## src/rtl/rom_arb_pkg.sv

```systemverilog
// Shared types and the round-robin pick helper for the sprite/background ROM arbiter.
package rom_arb_pkg;
  localparam int DEF_ADDR_W = 17;
  localparam int DEF_DATA_W = 4;
  localparam int MAX_REQ    = 8;

  typedef logic [MAX_REQ-1:0] tag_t;

  typedef struct packed {
    logic       found;
    logic [2:0] idx;
  } pick_t;

  // First set bit of req_mask scanning ptr, ptr+1, ... modulo n.
  // Walks offsets high to low so the smallest offset is the last writer.
  function automatic pick_t rr_pick(input tag_t req_mask, input logic [2:0] ptr, input int n);
    pick_t p;
    int    j;
    p = '0;
    for (int k = MAX_REQ-1; k >= 0; k--) begin
      if (k < n) begin
        j = int'(ptr) + k;
        if (j >= n) j -= n;
        if (req_mask[3'(j)]) begin
          p.found = 1'b1;
          p.idx   = 3'(j);
        end
      end
    end
    return p;
  endfunction
endpackage

```

## src/rtl/rom_fetch_arbiter_if.sv

```systemverilog
// Requester/ROM bus of the arbiter; slave is the arbiter side, master the environment.
interface rom_fetch_arbiter_if import rom_arb_pkg::*; #(
  parameter int NUM_REQ = 4,
  parameter int ADDR_W  = DEF_ADDR_W,
  parameter int DATA_W  = DEF_DATA_W
) ();
  logic [NUM_REQ-1:0]        req;
  logic [NUM_REQ*ADDR_W-1:0] req_addr;
  logic [NUM_REQ-1:0]        gnt;
  logic [ADDR_W-1:0]         rom_address;
  logic [DATA_W-1:0]         rom_q;
  logic [DATA_W-1:0]         rd_data;
  logic [NUM_REQ-1:0]        rd_valid;
  logic                      busy;

  modport master (output req, req_addr, rom_q,
                  input  gnt, rom_address, rd_data, rd_valid, busy);
  modport slave  (input  req, req_addr, rom_q,
                  output gnt, rom_address, rd_data, rd_valid, busy);
endinterface

```

## src/rtl/rom_arb_tag_pipe.sv

```systemverilog
// ROM_LAT-deep shift register of one-hot grant tags; the last stage is rd_valid.
module rom_arb_tag_pipe import rom_arb_pkg::*; #(
  parameter int NUM_REQ = 4,
  parameter int ROM_LAT = 1
) (
  input  logic               vga_clk,
  input  logic               reset,
  input  logic [NUM_REQ-1:0] gnt,
  output logic [NUM_REQ-1:0] rd_valid,
  output logic               load_en,
  output logic               pending
);
  logic [ROM_LAT-1:0][NUM_REQ-1:0] tag_pipe;

  always_ff @(posedge vga_clk or posedge reset) begin
    if (reset) begin
      tag_pipe <= '0;
    end else begin
      tag_pipe[0] <= gnt;
      for (int s = 1; s < ROM_LAT; s++) tag_pipe[s] <= tag_pipe[s-1];
    end
  end

  // rom_q is captured on the edge where a tag moves into the last stage.
  generate
    if (ROM_LAT == 1) begin : g_lat1
      assign load_en = |gnt;
    end else begin : g_latn
      assign load_en = |tag_pipe[ROM_LAT-2];
    end
  endgenerate

  assign rd_valid = tag_pipe[ROM_LAT-1];
  assign pending  = |tag_pipe;
endmodule

```

## src/rtl/rom_fetch_arbiter.sv

```systemverilog
// Registered round-robin arbiter sharing one single-port ROM among NUM_REQ requesters.
// ROM_ARB_DISPLAY_PRIO_EN: requester 0 gets fixed top priority over the round robin.
module rom_fetch_arbiter import rom_arb_pkg::*; #(
  parameter int NUM_REQ = 4,
  parameter int ADDR_W  = DEF_ADDR_W,
  parameter int DATA_W  = DEF_DATA_W,
  parameter int ROM_LAT = 1
) (
  input  logic vga_clk,
  input  logic reset,
  rom_fetch_arbiter_if.slave bus
);
  logic [2:0]         ptr;
  logic [NUM_REQ-1:0] gnt_q, gnt_n, rd_valid;
  logic [ADDR_W-1:0]  addr_q, addr_n;
  logic [DATA_W-1:0]  data_q;
  logic               load_en, pending, ptr_upd;
  tag_t               elig;
  pick_t              pick;

  always_comb begin
    pick    = '0;
    ptr_upd = 1'b0;
    elig    = '0;
    elig[NUM_REQ-1:0] = bus.req & ~gnt_q;
`ifdef ROM_ARB_DISPLAY_PRIO_EN
    // Display wins outright and leaves the pointer alone for the others.
    if (elig[0]) begin
      pick.found = 1'b1;
      pick.idx   = 3'd0;
    end else begin
      pick    = rr_pick(elig & ~tag_t'(1), ptr, NUM_REQ);
      ptr_upd = pick.found;
    end
`else
    pick    = rr_pick(elig, ptr, NUM_REQ);
    ptr_upd = pick.found;
`endif
    gnt_n  = '0;
    addr_n = addr_q;
    for (int i = 0; i < NUM_REQ; i++) begin
      if (pick.found && pick.idx == 3'(i)) begin
        gnt_n[i] = 1'b1;
        addr_n   = bus.req_addr[i*ADDR_W +: ADDR_W];
      end
    end
  end

  always_ff @(posedge vga_clk or posedge reset) begin
    if (reset) begin
      gnt_q  <= '0;
      addr_q <= '0;
      ptr    <= '0;
    end else begin
      gnt_q  <= gnt_n;
      addr_q <= addr_n;
      if (ptr_upd) ptr <= (pick.idx == 3'(NUM_REQ-1)) ? 3'd0 : pick.idx + 3'd1;
    end
  end

  rom_arb_tag_pipe #(.NUM_REQ(NUM_REQ), .ROM_LAT(ROM_LAT)) u_tag_pipe (
    .vga_clk  (vga_clk),
    .reset    (reset),
    .gnt      (gnt_q),
    .rd_valid (rd_valid),
    .load_en  (load_en),
    .pending  (pending)
  );

  always_ff @(posedge vga_clk or posedge reset) begin
    if (reset)        data_q <= '0;
    else if (load_en) data_q <= bus.rom_q;
  end

  assign bus.gnt         = gnt_q;
  assign bus.rom_address = addr_q;
  assign bus.rd_data     = data_q;
  assign bus.rd_valid    = rd_valid;
  assign bus.busy        = (|gnt_q) | pending;
endmodule

```

## src/flat_wrapper.sv

```systemverilog
// flat-port wrapper written by rule: the top's interface ports become plain ports
module rom_fetch_arbiter_flat import rom_arb_pkg::*;
#(
  parameter int NUM_REQ = 4,
  parameter int ADDR_W  = DEF_ADDR_W,
  parameter int DATA_W  = DEF_DATA_W,
  parameter int ROM_LAT = 1
)
  (vga_clk, reset, bus_req, bus_req_addr, bus_rom_q, bus_gnt, bus_rom_address, bus_rd_data, bus_rd_valid, bus_busy);
  rom_fetch_arbiter_if #(.NUM_REQ(NUM_REQ), .ADDR_W(ADDR_W), .DATA_W(DATA_W)) bus_i ();
  input  logic vga_clk;
  input  logic reset;
  input wire logic [$bits(bus_i.req)-1:0] bus_req;
  input wire logic [$bits(bus_i.req_addr)-1:0] bus_req_addr;
  input wire logic [$bits(bus_i.rom_q)-1:0] bus_rom_q;
  output wire logic [$bits(bus_i.gnt)-1:0] bus_gnt;
  output wire logic [$bits(bus_i.rom_address)-1:0] bus_rom_address;
  output wire logic [$bits(bus_i.rd_data)-1:0] bus_rd_data;
  output wire logic [$bits(bus_i.rd_valid)-1:0] bus_rd_valid;
  output wire logic [$bits(bus_i.busy)-1:0] bus_busy;
  assign bus_i.req = bus_req;
  assign bus_i.req_addr = bus_req_addr;
  assign bus_i.rom_q = bus_rom_q;
  assign bus_gnt = bus_i.gnt;
  assign bus_rom_address = bus_i.rom_address;
  assign bus_rd_data = bus_i.rd_data;
  assign bus_rd_valid = bus_i.rd_valid;
  assign bus_busy = bus_i.busy;
  rom_fetch_arbiter #(.NUM_REQ(NUM_REQ), .ADDR_W(ADDR_W), .DATA_W(DATA_W), .ROM_LAT(ROM_LAT)) u_core (.vga_clk(vga_clk), .reset(reset), .bus(bus_i));
endmodule
```

## config.mk

```make
export PLATFORM = sky130hd
export DESIGN_NAME = rom_fetch_arbiter_flat
export DESIGN_NICKNAME = d
export VERILOG_FILES = /design/src/rtl/rom_arb_pkg.sv /design/src/rtl/rom_fetch_arbiter_if.sv /design/src/rtl/rom_arb_tag_pipe.sv /design/src/rtl/rom_fetch_arbiter.sv /design/src/flat_wrapper.sv
export SDC_FILE = /design/constraint.sdc
export NUM_CORES = 1
export LEC_CHECK = 0
export CAP_MARGIN = 25
export CORE_MARGIN = 3
export CORE_UTILIZATION = 39
export CTS_CLUSTER_SIZE = 40
export DETAILED_ROUTE_END_ITERATION = 10
export PLACE_DENSITY = 0.81
export RECOVER_POWER = 100
export SETUP_SLACK_MARGIN = 0.15
export SKIP_LAST_GASP = 1
export SLEW_MARGIN = 20
export SYNTH_ARGS = -nofsm -noshare
export SYNTH_HDL_FRONTEND = slang
export SYNTH_SLANG_ARGS = --single-unit
```

## constraint.sdc

```tcl
create_clock -name vga_clk -period 4.5 [get_ports vga_clk]
set_input_delay 0.675 -clock vga_clk [delete_from_list [all_inputs] [get_ports vga_clk]]
set_output_delay 0.675 -clock vga_clk [all_outputs]
set_load 0.02 [all_outputs]
```

==> results.cfg <==
[run_status]
status = complete, but fails checks
violations = capacitance limit, slew limit

[power]
swShare = 0.463
p_per_area_nw_per_um2 = 1000
internal-power_w = 0.00169
p_clk_frac = 0.068
combPwrFrac = 0.756
vdd_drop_max_mv = 0.488
p_seq_frac = 0.176
power.total_w = 0.00315
p_leak_nw = 1.31
p_switching_w = 0.00146

[floorplanning]
die_w_um = 76.5
pin_count = 108
coreArea_um2 = 4750
die_area_um2 = 5840
dieHeight_um = 76.5
rows = 25
start_util = 0.407

[placement]
io_buffers = 107
hpwl_um = 4360
gp_congestion = 0.855

[synthesis]
synthCells = 180
synth_edf_count = 0
ys.warnings.count = 0
netlist_top_cells_area = dfrtp_1 (41%), o221a_1 (9.9%), a211o_1 (7.7%), a22oi_1 (6.6%), ha_1 (3.9%)
yosys.area.top_type = dfrtp_1
synth_flop_cell = dfrtp_1
synth_top_area_share = 0.414
synth-async-reset-ratio = 1.00
syn_area_um2 = 1940
seq_area_frac_synth = 0.414
ys_ff_latch = 32
ys_types = 39
syn_avg_cell_area_um2 = 10.8
synth_fp_nets = 264

[clocking]
clkLatencyLatePin_ps = 280
cts_max_path_buffers = 2
cts_setup_buffers = 0
cts-buffers-inserted = 5
ctsResizeCount = 0
cts_hold_buffers = 0
cts_tree = built
clkTransAtPathRegs_ps = 60
cts_htree_levels = 2
clkSinkCount = 32
cts_root_buf = clkbuf_8

[sta]
worstMarginPinSlew_ps = 1640
finalSetupViolations = 0
drv_slew = 33
finalHoldViolCount = 0
fmax_mhz = 252
layout_min_cycle_time_ps = 3970
rsz0062_at_grt = false
clock_skew_ps = 8.90
finalSetupTns_ps = 0
timing.final.crit_share = 0.881
relSlewSlack = -0.0907

[drt]
dr.max_layer_used = met4
antenna_left = 0
num_vias = 1918
routedWlPerCell_um = 15.9
wl_met1_um = 2260
post-route-drc-count = 0
dr.first_iter.drc_count = 107
wl_um = 5650
wl_met2_um = 2810
routed_via_density = 5.39
wl_met3_um = 500
drtPass1Iterations = 4

[min_path]
min_path_cells = 0
hold_path_class = flip-flop to flip-flop

[cells_and_area]
finish.utilization = 0.660
layout_common_cells = clkdlybuf4s50_1 (76), dfrtp_1 (32), dlygate4sd3_1 (31)
nets = 372
final_common_cell = clkdlybuf4s50_1
areaGrowthSynthToFinish_pct = 62.1
fillers = 414
diodes = 0
drive_gt1_frac = 0.0865

[worst_setup_path]
crit_type = flip-flop to flip-flop
cpPeakStageDelay_ps = 660
crit_fanout = 19
critical-path-slowest-cell = dfrtp_1
required_ps = 4660
critPathTopFamily = buffers and inverters
path_cells = inv_4 -> ha_1 -> mux2i_1 -> nor3_1 -> or3_1 -> mux2i_1 -> ha_1 -> clkbuf_1 -> nor2b_1 -> buf_4 -> a211o_1 -> o221a_1
path_buf_inv = 3
cp.arrival_ps = 4120
worstSetupPathDepth = 12
r2r_cells = 12
end_kind = flip-flop
start_kind = flip-flop

[grt]
grt_antenna_before_repair = 0
grtUsageTotal = 0.197
grt_pass1_wl_um = 9250
grt_max_degree = 33
first_global_vias = 1965
overflow = 0

[job]
drv_cap = 1
## Yosys cell counts, types with 2 or more instances
| cell type | count |
|---|---|
| a21oi_2 | 2 |
| and2_1 | 2 |
| buf_2 | 4 |
| ha_1 | 6 |
| nor2b_1 | 4 |
| dfrtp_1 | 32 |
| mux2_2 | 4 |
| nor4_1 | 3 |
| clkbuf_1 | 5 |
| o221a_1 | 17 |
| a21oi_1 | 2 |
| o21ai_0 | 2 |
| and3b_1 | 2 |
| nand2_1 | 19 |
| nand2b_1 | 4 |
| buf_6 | 3 |
| nor3b_2 | 2 |
| nor2_1 | 7 |
| inv_1 | 4 |
| mux2i_1 | 2 |
| a22oi_1 | 17 |
| a31oi_2 | 4 |
| a211o_1 | 17 |
## registers in the layout, indices dropped and copies added (netlist names)
register,cells
u_core.bus.rom_address,17
u_core.bus.gnt,4
u_core.bus.rd_data,4
u_core.u_tag_pipe.rd_valid,4
u_core.ptr,3
## power by group through the flow
| stage | sequential, W | clock, W | combinational, W |
|---|---|---|---|
| 2_1_floorplan | 0.000685 | 0 | 0.00162 |
| 3_3_place_gp | 0.000561 | 0 | 0.00232 |
| 3_5_place_dp | 0.000561 | 0 | 0.00247 |
| 4_1_cts | 0.000562 | 0.000219 | 0.00247 |
| 5_1_grt | 0.000577 | 0.000230 | 0.00263 |
| 6_report | 0.000554 | 0.000214 | 0.00238 |
## kinds of logic after synthesis
kind of cell	synth area share
AOI/OAI and AO/OA	0.304
DFF	0.414
and+or+nand+nor	0.141
xor gates and xnor gates	0.00453
muxes	0.0472
adders and majority gates	0.0388
buffers and inverters	0.0504
## cell type report
cell class | instances | area, µm² | area share
clock buffers | 5 | 68.8 | 0.0219
well taps | 67 | 83.8 | 0.0267
clock inverters | 3 | 18.8 | 0.00598
inverters | 6 | 25.0 | 0.00797
flip-flops and latches | 32 | 801 | 0.255
multi-input cells | 130 | 1030 | 0.328
repair buffers | 113 | 1110 | 0.354
## per-layer routing
| metal | global-route usage | up-vias |
|---|---|---|
| met5 | 0 | - |
| met2 | 0.343 | 96 |
| met3 | 0.0591 | 10 |
| li1 | - | 910 |
| met4 | 0.0598 | 0 |
| met1 | 0.233 | 902 |
## metrics by stage
step / cell area, µm² / setup WS (ps) / instances / hold slack (ps)
4_1_cts: 3160 / 707 / 356 / 443
3_5_place_dp: 3070 / 449 / 348 / 429
3_3_place_gp: 3050 / 343 / 346 / 419
5_1_grt: 3140 / 252 / 356 / 463
6_report: 3140 / 534 / 356 / 437
2_1_floorplan: 1940 / 1190 / 180 / 531
## final timing paths
| check | start | to | slack [ps] |
|---|---|---|---|
| worst max-delay path | u_core.ptr[0] | u_core.bus.rom_address[14] | 530 |
| worst max register to register | u_core.ptr[0] | u_core.bus.rom_address[14] | 530 |
| worst min register to register | u_core.bus.gnt[0] | u_core.u_tag_pipe.rd_valid[0] | 440 |
| min in group asynchronous | reset | u_core.bus.rd_data[1] | 1390 |
| max in group asynchronous | reset | u_core.bus.gnt[0] | 2150 |
| worst min-delay path | u_core.bus.gnt[0] | u_core.u_tag_pipe.rd_valid[0] | 440 |
(Power assumes the default switching activity.)
